### config.mk
export PLATFORM = sky130hd
export DESIGN_NAME = adder_tree_accumulator_flat
export DESIGN_NICKNAME = d
export VERILOG_FILES = /design/src/rtl/adder_tree_accumulator_pkg.sv /design/src/rtl/adder_tree_accumulator_if.sv /design/src/rtl/adder_tree_accumulator_tag_delay_line.sv /design/src/rtl/adder_tree_accumulator.sv /design/src/flat_wrapper.sv
export SDC_FILE = /design/constraint.sdc
export NUM_CORES = 1
export LEC_CHECK = 0
export BUFFER_PORTS_ARGS = -buffer_cell sky130_fd_sc_hd__buf_2
export CORE_MARGIN = 2
export CORE_UTILIZATION = 35
export CTS_CLUSTER_SIZE = 10
export DETAILED_ROUTE_END_ITERATION = 6
export GPL_ROUTABILITY_DRIVEN = 0
export GPL_TIMING_DRIVEN = 0
export SETUP_SLACK_MARGIN = 0.1
export SLEW_MARGIN = 10
export SYNTH_ARGS = -nofsm -noshare
export SYNTH_HDL_FRONTEND = slang
export SYNTH_HIERARCHICAL = 1
export SYNTH_SLANG_ARGS = --single-unit
### constraint.sdc
create_clock -name clk -period 3 [get_ports clk]
set_input_delay 0.15 -clock clk [delete_from_list [all_inputs] [get_ports clk]]
set_output_delay 0.15 -clock clk [all_outputs]
set_load 0.1 [all_outputs]
### src/rtl/adder_tree_accumulator_pkg.sv
// Shared widths, adder tree depth and the {valid,last} tag carried alongside the tree.
// Pure definitions: no latency or flow control of its own.
package adder_tree_accumulator_pkg;

  localparam int DATA_W_DEF  = 16;
  localparam int ACC_W_DEF   = 24;
  localparam int CNT_W_DEF   = 8;
  localparam int TREE_STAGES = 4;

  typedef struct packed {
    logic valid;
    logic last;
  } tag_t;

  localparam int TAG_W = $bits(tag_t);

endpackage

### src/rtl/adder_tree_accumulator_if.sv
// Tree-sum input and result output bundle for the accumulator.
// The input side has no ready signal; the result side uses out_valid/out_ready.
interface adder_tree_accumulator_if #(
  parameter int DATA_W = adder_tree_accumulator_pkg::DATA_W_DEF,
  parameter int ACC_W  = adder_tree_accumulator_pkg::ACC_W_DEF,
  parameter int CNT_W  = adder_tree_accumulator_pkg::CNT_W_DEF
);

  logic              in_valid;
  logic              in_last;
  logic [DATA_W-1:0] sum_in;
  logic              out_ready;
  logic              out_valid;
  logic [ACC_W-1:0]  result;
  logic [CNT_W-1:0]  result_terms;
  logic              overflow;
  logic              overrun;

  modport master (
    output in_valid, in_last, sum_in, out_ready,
    input  out_valid, result, result_terms, overflow, overrun
  );

  modport slave (
    input  in_valid, in_last, sum_in, out_ready,
    output out_valid, result, result_terms, overflow, overrun
  );

endinterface

### src/rtl/adder_tree_accumulator_tag_delay_line.sv
// DEPTH-stage shift register with synchronous active-low clear; latency DEPTH clocks.
// Free-running, no backpressure: a new word shifts in on every non-reset edge.
module adder_tree_accumulator_tag_delay_line #(
  parameter int DEPTH = 4,
  parameter int WIDTH = 2
) (
  input  logic             clk,
  input  logic             reset,
  input  logic [WIDTH-1:0] din,
  output logic [WIDTH-1:0] dout
);

  logic [DEPTH-1:0][WIDTH-1:0] stage;

  always_ff @(posedge clk) begin
    if (!reset) begin
      stage <= '0;
    end else begin
      stage[0] <= din;
      for (int i = 1; i < DEPTH; i++) begin
        stage[i] <= stage[i-1];
      end
    end
  end

  assign dout = stage[DEPTH-1];

endmodule

### src/rtl/adder_tree_accumulator.sv
// Accumulates aligned adder tree sums into one result per group; result 1 clock after the last term's tag emerges.
// Input is never stalled; a close while the result is unaccepted overwrites it and flags overrun.
module adder_tree_accumulator
  import adder_tree_accumulator_pkg::*;
#(
  parameter int DATA_W       = DATA_W_DEF,
  parameter int ACC_W        = ACC_W_DEF,
  parameter int TREE_LATENCY = TREE_STAGES,
  parameter int CNT_W        = CNT_W_DEF,
  parameter bit SATURATE     = 1'b0
) (
  input logic                    clk,
  input logic                    reset,
  adder_tree_accumulator_if.slave bus
);

  tag_t             tag_in;
  tag_t             tag_d;
  logic [TAG_W-1:0] tag_d_raw;

  logic [ACC_W-1:0] acc;
  logic [CNT_W-1:0] cnt;
  logic             first;
  logic             grp_ovf;

  logic             out_valid_q;
  logic [ACC_W-1:0] result_q;
  logic [CNT_W-1:0] terms_q;
  logic             overflow_q;
  logic             overrun_q;

  logic [ACC_W-1:0] base;
  logic [ACC_W:0]   sum_wide;
  logic [ACC_W-1:0] acc_nxt;
  logic [CNT_W-1:0] cnt_nxt;
  logic             ovf_nxt;
  logic             close;

  assign tag_in = '{valid: bus.in_valid, last: bus.in_last};

  adder_tree_accumulator_tag_delay_line #(
    .DEPTH (TREE_LATENCY),
    .WIDTH (TAG_W)
  ) u_tag_delay (
    .clk   (clk),
    .reset (reset),
    .din   (tag_in),
    .dout  (tag_d_raw)
  );

  assign tag_d = tag_t'(tag_d_raw);

  always_comb begin
    base     = first ? '0 : acc;
    sum_wide = {1'b0, base} + {{(ACC_W + 1 - DATA_W){1'b0}}, bus.sum_in};
    ovf_nxt  = grp_ovf | sum_wide[ACC_W];
    // Once a saturating group has overflowed it must stay pinned at all-ones.
    if (SATURATE && ovf_nxt) begin
      acc_nxt = '1;
    end else begin
      acc_nxt = sum_wide[ACC_W-1:0];
    end
    cnt_nxt = cnt + CNT_W'(1);
    close   = tag_d.valid & tag_d.last;
  end

  always_ff @(posedge clk) begin
    if (!reset) begin
      acc         <= '0;
      cnt         <= '0;
      first       <= 1'b1;
      grp_ovf     <= 1'b0;
      out_valid_q <= 1'b0;
      result_q    <= '0;
      terms_q     <= '0;
      overflow_q  <= 1'b0;
      overrun_q   <= 1'b0;
    end else begin
      if (tag_d.valid) begin
        acc <= acc_nxt;
        if (tag_d.last) begin
          first   <= 1'b1;
          cnt     <= '0;
          grp_ovf <= 1'b0;
        end else begin
          first   <= 1'b0;
          cnt     <= cnt_nxt;
          grp_ovf <= ovf_nxt;
        end
      end

      if (close) begin
        result_q    <= acc_nxt;
        terms_q     <= cnt_nxt;
        overflow_q  <= ovf_nxt;
        out_valid_q <= 1'b1;
        if (out_valid_q && !bus.out_ready) begin
          overrun_q <= 1'b1;
        end
      end else if (out_valid_q && bus.out_ready) begin
        out_valid_q <= 1'b0;
      end
    end
  end

  assign bus.out_valid    = out_valid_q;
  assign bus.result       = result_q;
  assign bus.result_terms = terms_q;
  assign bus.overflow     = overflow_q;
  assign bus.overrun      = overrun_q;

endmodule

### src/flat_wrapper.sv
// flat-port wrapper written by rule: the top's interface ports become plain ports
module adder_tree_accumulator_flat import adder_tree_accumulator_pkg::*;
#(
  parameter int DATA_W       = DATA_W_DEF,
  parameter int ACC_W        = ACC_W_DEF,
  parameter int TREE_LATENCY = TREE_STAGES,
  parameter int CNT_W        = CNT_W_DEF,
  parameter bit SATURATE     = 1'b0
)
  (clk, reset, bus_in_valid, bus_in_last, bus_sum_in, bus_out_ready, bus_out_valid, bus_result, bus_result_terms, bus_overflow, bus_overrun);
  adder_tree_accumulator_if #(.DATA_W(DATA_W), .ACC_W(ACC_W), .CNT_W(CNT_W)) bus_i ();
  input logic clk;
  input logic reset;
  input wire logic [$bits(bus_i.in_valid)-1:0] bus_in_valid;
  input wire logic [$bits(bus_i.in_last)-1:0] bus_in_last;
  input wire logic [$bits(bus_i.sum_in)-1:0] bus_sum_in;
  input wire logic [$bits(bus_i.out_ready)-1:0] bus_out_ready;
  output wire logic [$bits(bus_i.out_valid)-1:0] bus_out_valid;
  output wire logic [$bits(bus_i.result)-1:0] bus_result;
  output wire logic [$bits(bus_i.result_terms)-1:0] bus_result_terms;
  output wire logic [$bits(bus_i.overflow)-1:0] bus_overflow;
  output wire logic [$bits(bus_i.overrun)-1:0] bus_overrun;
  assign bus_i.in_valid = bus_in_valid;
  assign bus_i.in_last = bus_in_last;
  assign bus_i.sum_in = bus_sum_in;
  assign bus_i.out_ready = bus_out_ready;
  assign bus_out_valid = bus_i.out_valid;
  assign bus_result = bus_i.result;
  assign bus_result_terms = bus_i.result_terms;
  assign bus_overflow = bus_i.overflow;
  assign bus_overrun = bus_i.overrun;
  adder_tree_accumulator #(.DATA_W(DATA_W), .ACC_W(ACC_W), .TREE_LATENCY(TREE_LATENCY), .CNT_W(CNT_W), .SATURATE(SATURATE)) u_core (.clk(clk), .reset(reset), .bus(bus_i));
endmodule
======== Yosys cells after proc, flatten, opt, wreduce, memory -nomap -nowiden ========
Cells that the tools add are included.
storage, ports and cells
  output and inout bits ................... 35
  word-level logic and storage cells ...... 28
  bits of input ports ..................... 21
  register bits ........................... 77
cells by class
  reductions and logical operators ........ 5
  muxes and demuxes ....................... 6
  bitwise operators ....................... 2
  add/sub/neg operators ................... 2
operators with widths
  cell                   number
  $add A24 B16 Y25       1
  $mux W24               1
  $add A8 B1 Y8 const B  1
  $mux W8                1
  $mux W1                4
  $logic_and A1 B1 Y1    2
  $reduce_and A2 Y1      1
  $reduce_bool A2 Y1     1
  $and A1 B1 Y1          1
  $logic_not A1 Y1       1
  $or A1 B1 Y1           1

======== Depth between registers and ports, before layout ========
  depth after elaboration ................. 4
  gate-level depth with buffers ........... 12
  gate-level depth less buffers ........... 10

======== Modules after synthesis ========
Netlist, hierarchy kept.
modules (own cells, without submodules)
  module                                 area an instance (um2)  times used  cells an instance  seq. area each (um2)
  adder_tree_accumulator                 3658.5                  1           454                1381.3
  adder_tree_accumulator_tag_delay_line  225.2                   1           18                 160.2

======== Worst setup path before layout ========
No wires, ideal clock.
  path type ............................... flip-flop to flip-flop
  start point ............................. register u_core.first
  end point ............................... register u_core.acc[21]
  required time ........................... 2.926 ns
  path slack .............................. 0.182 ns
  arrival time ............................ 2.743 ns
  clock period less this slack ............ 2.818 ns
  stages on the path, launching flop included .. 11
  setup time .............................. 0.074 ns
  cell sequence ........................... dfxtp_1 -> clkbuf_1 -> clkbuf_1 -> nor2b_1 -> ha_1 -> nand3_1 -> a311o_1 -> a21oi_2 -> o21ai_2 -> or4_1 -> a31oi_1
between the ends
  longest elaborated chain between the ends .. 2
RTL lines
  what                      RTL line                      text
  start: declaration        adder_tree_accumulator.sv:23  logic first;
  start signal: assignment  adder_tree_accumulator.sv:71  first <= 1'b1;
  start signal: assignment  adder_tree_accumulator.sv:82  first <= 1'b1;
  start signal: assignment  adder_tree_accumulator.sv:86  first <= 1'b0;
  $mux W24                  adder_tree_accumulator.sv:54  base = first ? '0 : acc;
  $add A24 B16 Y25          adder_tree_accumulator.sv:55  sum_wide = {1'b0, base} + {{(ACC_W + 1 - DATA_W){1'b0}}, bus.sum_in};
  end signal: assignment    adder_tree_accumulator.sv:80  acc <= acc_nxt;
  end: declaration          adder_tree_accumulator.sv:21  logic [ACC_W-1:0] acc;
Every way passes these cells.
A chain may end at the register's enable or synchronous reset.

======== Final worst setup path ========
Same ends and word-level chain as after synthesis.

==> impl_metrics.toml <==
[synth]
ys.flop_type = "dfxtp_1"
yosysUniqueCellTypes = 57
ys_seq_elements = 77
syn-cell-area_sq_um = 3880
yosys_warnings = 6
synth_enable_flop_cells = 0
avgSynthCellArea_sq_um = 8.23
seq_area_frac_synth_pct = 39.7
async_flop_share_pct = 0
synth_nets = 511
synthCells = 472

[grt]
grt_max_degree = 15
antenna_found_initial = 0
grt_pass1_wl_mm = 17.0
grt_pass1_vias = 3396
grt-ovfl-total = 0
grt.total_usage_pct = 18.7

[clock_tree]
htreeDepth = 3
cts-buffers-inserted = 9
clockRootBuffer = "clkbuf_8"
clock_latency_ns = 0.36
cts_sinks = 77
path_clk_slew_ns = 0.09
cts_tree = "built"
clock_path_buffers = 2

[timing]
hold_viol = 0
skew_ns = 0.00898
hold-worst-slack_ns = 0.0653
worst_pin_slew_ns = 0.792
final_max_slew_viol_count = 0
setup_viol = 0
slew_headroom_pct = 47.2
fin_crit_ns = 2.73
max_freq_ghz = 0.366
grt_setup_unrepaired = "no"
min_period_over_period_pct = 91.0
setup_tns_ns = 0

[worst_setup_path]
path_max_fanout = 10
crit_path_end_kind = "flip-flop"
worstReg2RegStart = "u_core/first"
rrSetupSlack_ns = 0.27
critPathKind = "flip-flop to flip-flop"
cp-start-kind = "flip-flop"
crit_required_ns = 3.28
regToRegEndpoint = "u_core/acc[21]"
worst_r2r_path_depth = 10
arrival_ns = 3.01

[drt]
ant_nets = 0
drtPass1Iterations = 5
drtIter0Drc = 168
via_per_inst = 5.17
wirelength_mm = 10.5
drc_errors = 0
num_vias = 3555
routedWlPerCell_um = 15.2

[die]
core_area_sq_um = 10800
die-area_sq_um = 12000
die_w_um = 109
io_pins = 56
rows = 38
die_h_um = 109
initial_core_util_pct = 35.8

[final_layout]
insertedDiodeCount = 0
area_growth_pct = 19.3
stdcell_area_sq_um = 4630
layout.nets = 582
fin_cells = 688
layout-drive-gt1-share_pct = 17.5

[power_and_ir_drop]
power_mw = 2.04
power.density_nw_per_um2 = 440
ir_drop_uv = 266
leakage_nw = 1.79

[worst_hold_path]
hold_path_startpoint = "bus_out_ready"
holdPathEnd = "u_core/bus.out_valid"
hp-class = "input port to flip-flop"
whs_path_depth = 3

[outcome]
status = "finished, final reports clean"

[placed_design]
post_dp_cell_area_sq_um = 4330
dp.cells = 667
hpwl_mm = 7.49
port_buffers = 55

[run]
max_cap_viol_count = 0
==> critical path, cell delays in order (launching register included) <==
cell and delay, ns:
dfxtp_4 0.39, buf_6 0.16, clkbuf_8 0.18, nor2b_1 0.05
ha_1 0.36, nand3_1 0.14, a311o_1 0.36, a21oi_2 0.22
o21ai_2 0.13, or4_1 0.48, a31oi_1 0.17
==> registers in the layout (all words and copies together) (netlist names) <==
register	count
u_core/grp_ovf	1
u_core/u_tag_delay/dout	2
u_core/u_tag_delay/stage	6
u_core/acc	24
u_core/cnt	8
u_core/bus.out_valid	1
u_core/first	1
u_core/bus.result_terms	8
u_core/bus.result	24
u_core/bus.overrun	1
u_core/bus.overflow	1
==> Yosys cell counts, types with 2 or more instances <==
| cell | number | share of area [%] |
|---|---|---|
| a211oi_1 | 11 | 2.1 |
| a21o_1 | 5 | 0.97 |
| a21oi_1 | 46 | 5.9 |
| a31oi_1 | 9 | 1.4 |
| and2_1 | 10 | 1.6 |
| and3_1 | 4 | 0.64 |
| buf_2 | 2 | 0.26 |
| buf_4 | 2 | 0.39 |
| clkbuf_1 | 22 | 2.1 |
| clkinv_1 | 2 | 0.19 |
| dfxtp_1 | 77 | 40 |
| ha_1 | 17 | 5.5 |
| inv_1 | 9 | 0.87 |
| mux2i_1 | 13 | 3.4 |
| nand2_1 | 54 | 5.2 |
| nand2b_1 | 4 | 0.64 |
| nand3_1 | 21 | 2.7 |
| nand4_1 | 2 | 0.32 |
| nor2_1 | 46 | 4.4 |
| nor2b_1 | 20 | 3.2 |
| nor3_1 | 7 | 0.90 |
| o211ai_1 | 3 | 0.58 |
| o21a_1 | 3 | 0.58 |
| o21ai_0 | 24 | 3.1 |
| o21ai_1 | 2 | 0.26 |
| o221a_2 | 2 | 0.58 |
| o221ai_1 | 2 | 0.45 |
| or3_1 | 4 | 0.64 |
| xnor2_1 | 16 | 3.6 |
| xor2_1 | 6 | 1.4 |
==> worst max-delay path by stage <==
stage                                        to  cells after the start          from
after floorplan                  u_core/acc[21]                     10  u_core/first
after global placement    u_core/bus.result[20]                     12  u_core/first
after detailed placement         u_core/acc[22]                     12  u_core/first
after CTS                        u_core/acc[21]                     10  u_core/first
after global routing      u_core/bus.result[20]                     11  u_core/first
final                            u_core/acc[21]                     10  u_core/first
==> logic make-up (layout without fill, tap and decap cells) <==
logic type	Yosys count	after routing	share of synthesized area [%]
mux	13	13	3.35
flops	77	77	39.7
buf+inv	39	115	4.06
fa+ha+maj	18	18	5.99
simple gates	183	183	22.7
compound gates	120	120	19.2
xor+xnor	22	22	4.96
==> per-layer routing <==
metal	part of all wire, %	GRT usage (%)
met1	48	25.2
met2	44	28.7
met3	5.7	3.68
met4	2.1	8.50
met5	0	0
==> placed cells by master, fill, tap and decap left out, types with 11 or more instances in the layout <==
| cell | count |
|---|---|
| nor2b_1 | 20 |
| nand2_1 | 54 |
| dfxtp_1 | 76 |
| mux2i_1 | 13 |
| nand3_1 | 21 |
| buf_2 | 57 |
| a21oi_1 | 45 |
| a211oi_1 | 11 |
| ha_1 | 17 |
| clkbuf_1 | 20 |
| xnor2_1 | 16 |
| nor2_1 | 46 |
| o21ai_0 | 21 |
==> repair_timing <==
| action | CTS | global route |
|---|---|---|
| hold endpoints to repair | 2 | 0 |
| endpoints found under the setup margin | 32 | 15 |
| pin swaps | 2 | 4 |
| buffers inserted | 3 | 0 |
| resized for setup | 7 | 7 |
| cloned | 0 | 0 |
| hold buffers | 2 | 0 |
==> report_power, final <==
group / internal [mW] / leakage, nW / total, mW / switching, mW
combinational: 0.0458 / 1.06 / 0.124 / 0.0778
clock: 0.470 / 0.102 / 0.876 / 0.406
sequential: 1.03 / 0.622 / 1.04 / 0.00657
total: 1.55 / 1.79 / 2.04 / 0.490
==> layout make-up <==
cell class	count	area [sq um]
Sequential cell	77	1550
Inverter	11	41.3
Multi-Input combinational cell	356	2190
Buffer	28	134
Timing Repair Buffer	60	318
Fill cell	1119	6210
Tap cell	140	175
Clock inverter	7	100
Clock buffer	9	124
==> per-stage QoR <==
| stage | worst slack (ns) | utilization [%] |
|---|---|---|
| floorplan | 0.182 | - |
| global placement | -0.514 | 40.0 |
| detailed placement | -0.529 | 40.0 |
| CTS | 0.127 | 42.6 |
| global route | 0.109 | 42.7 |
| finish | 0.269 | 42.7 |
No activity file was read; power rests on OpenSTA's default activity.
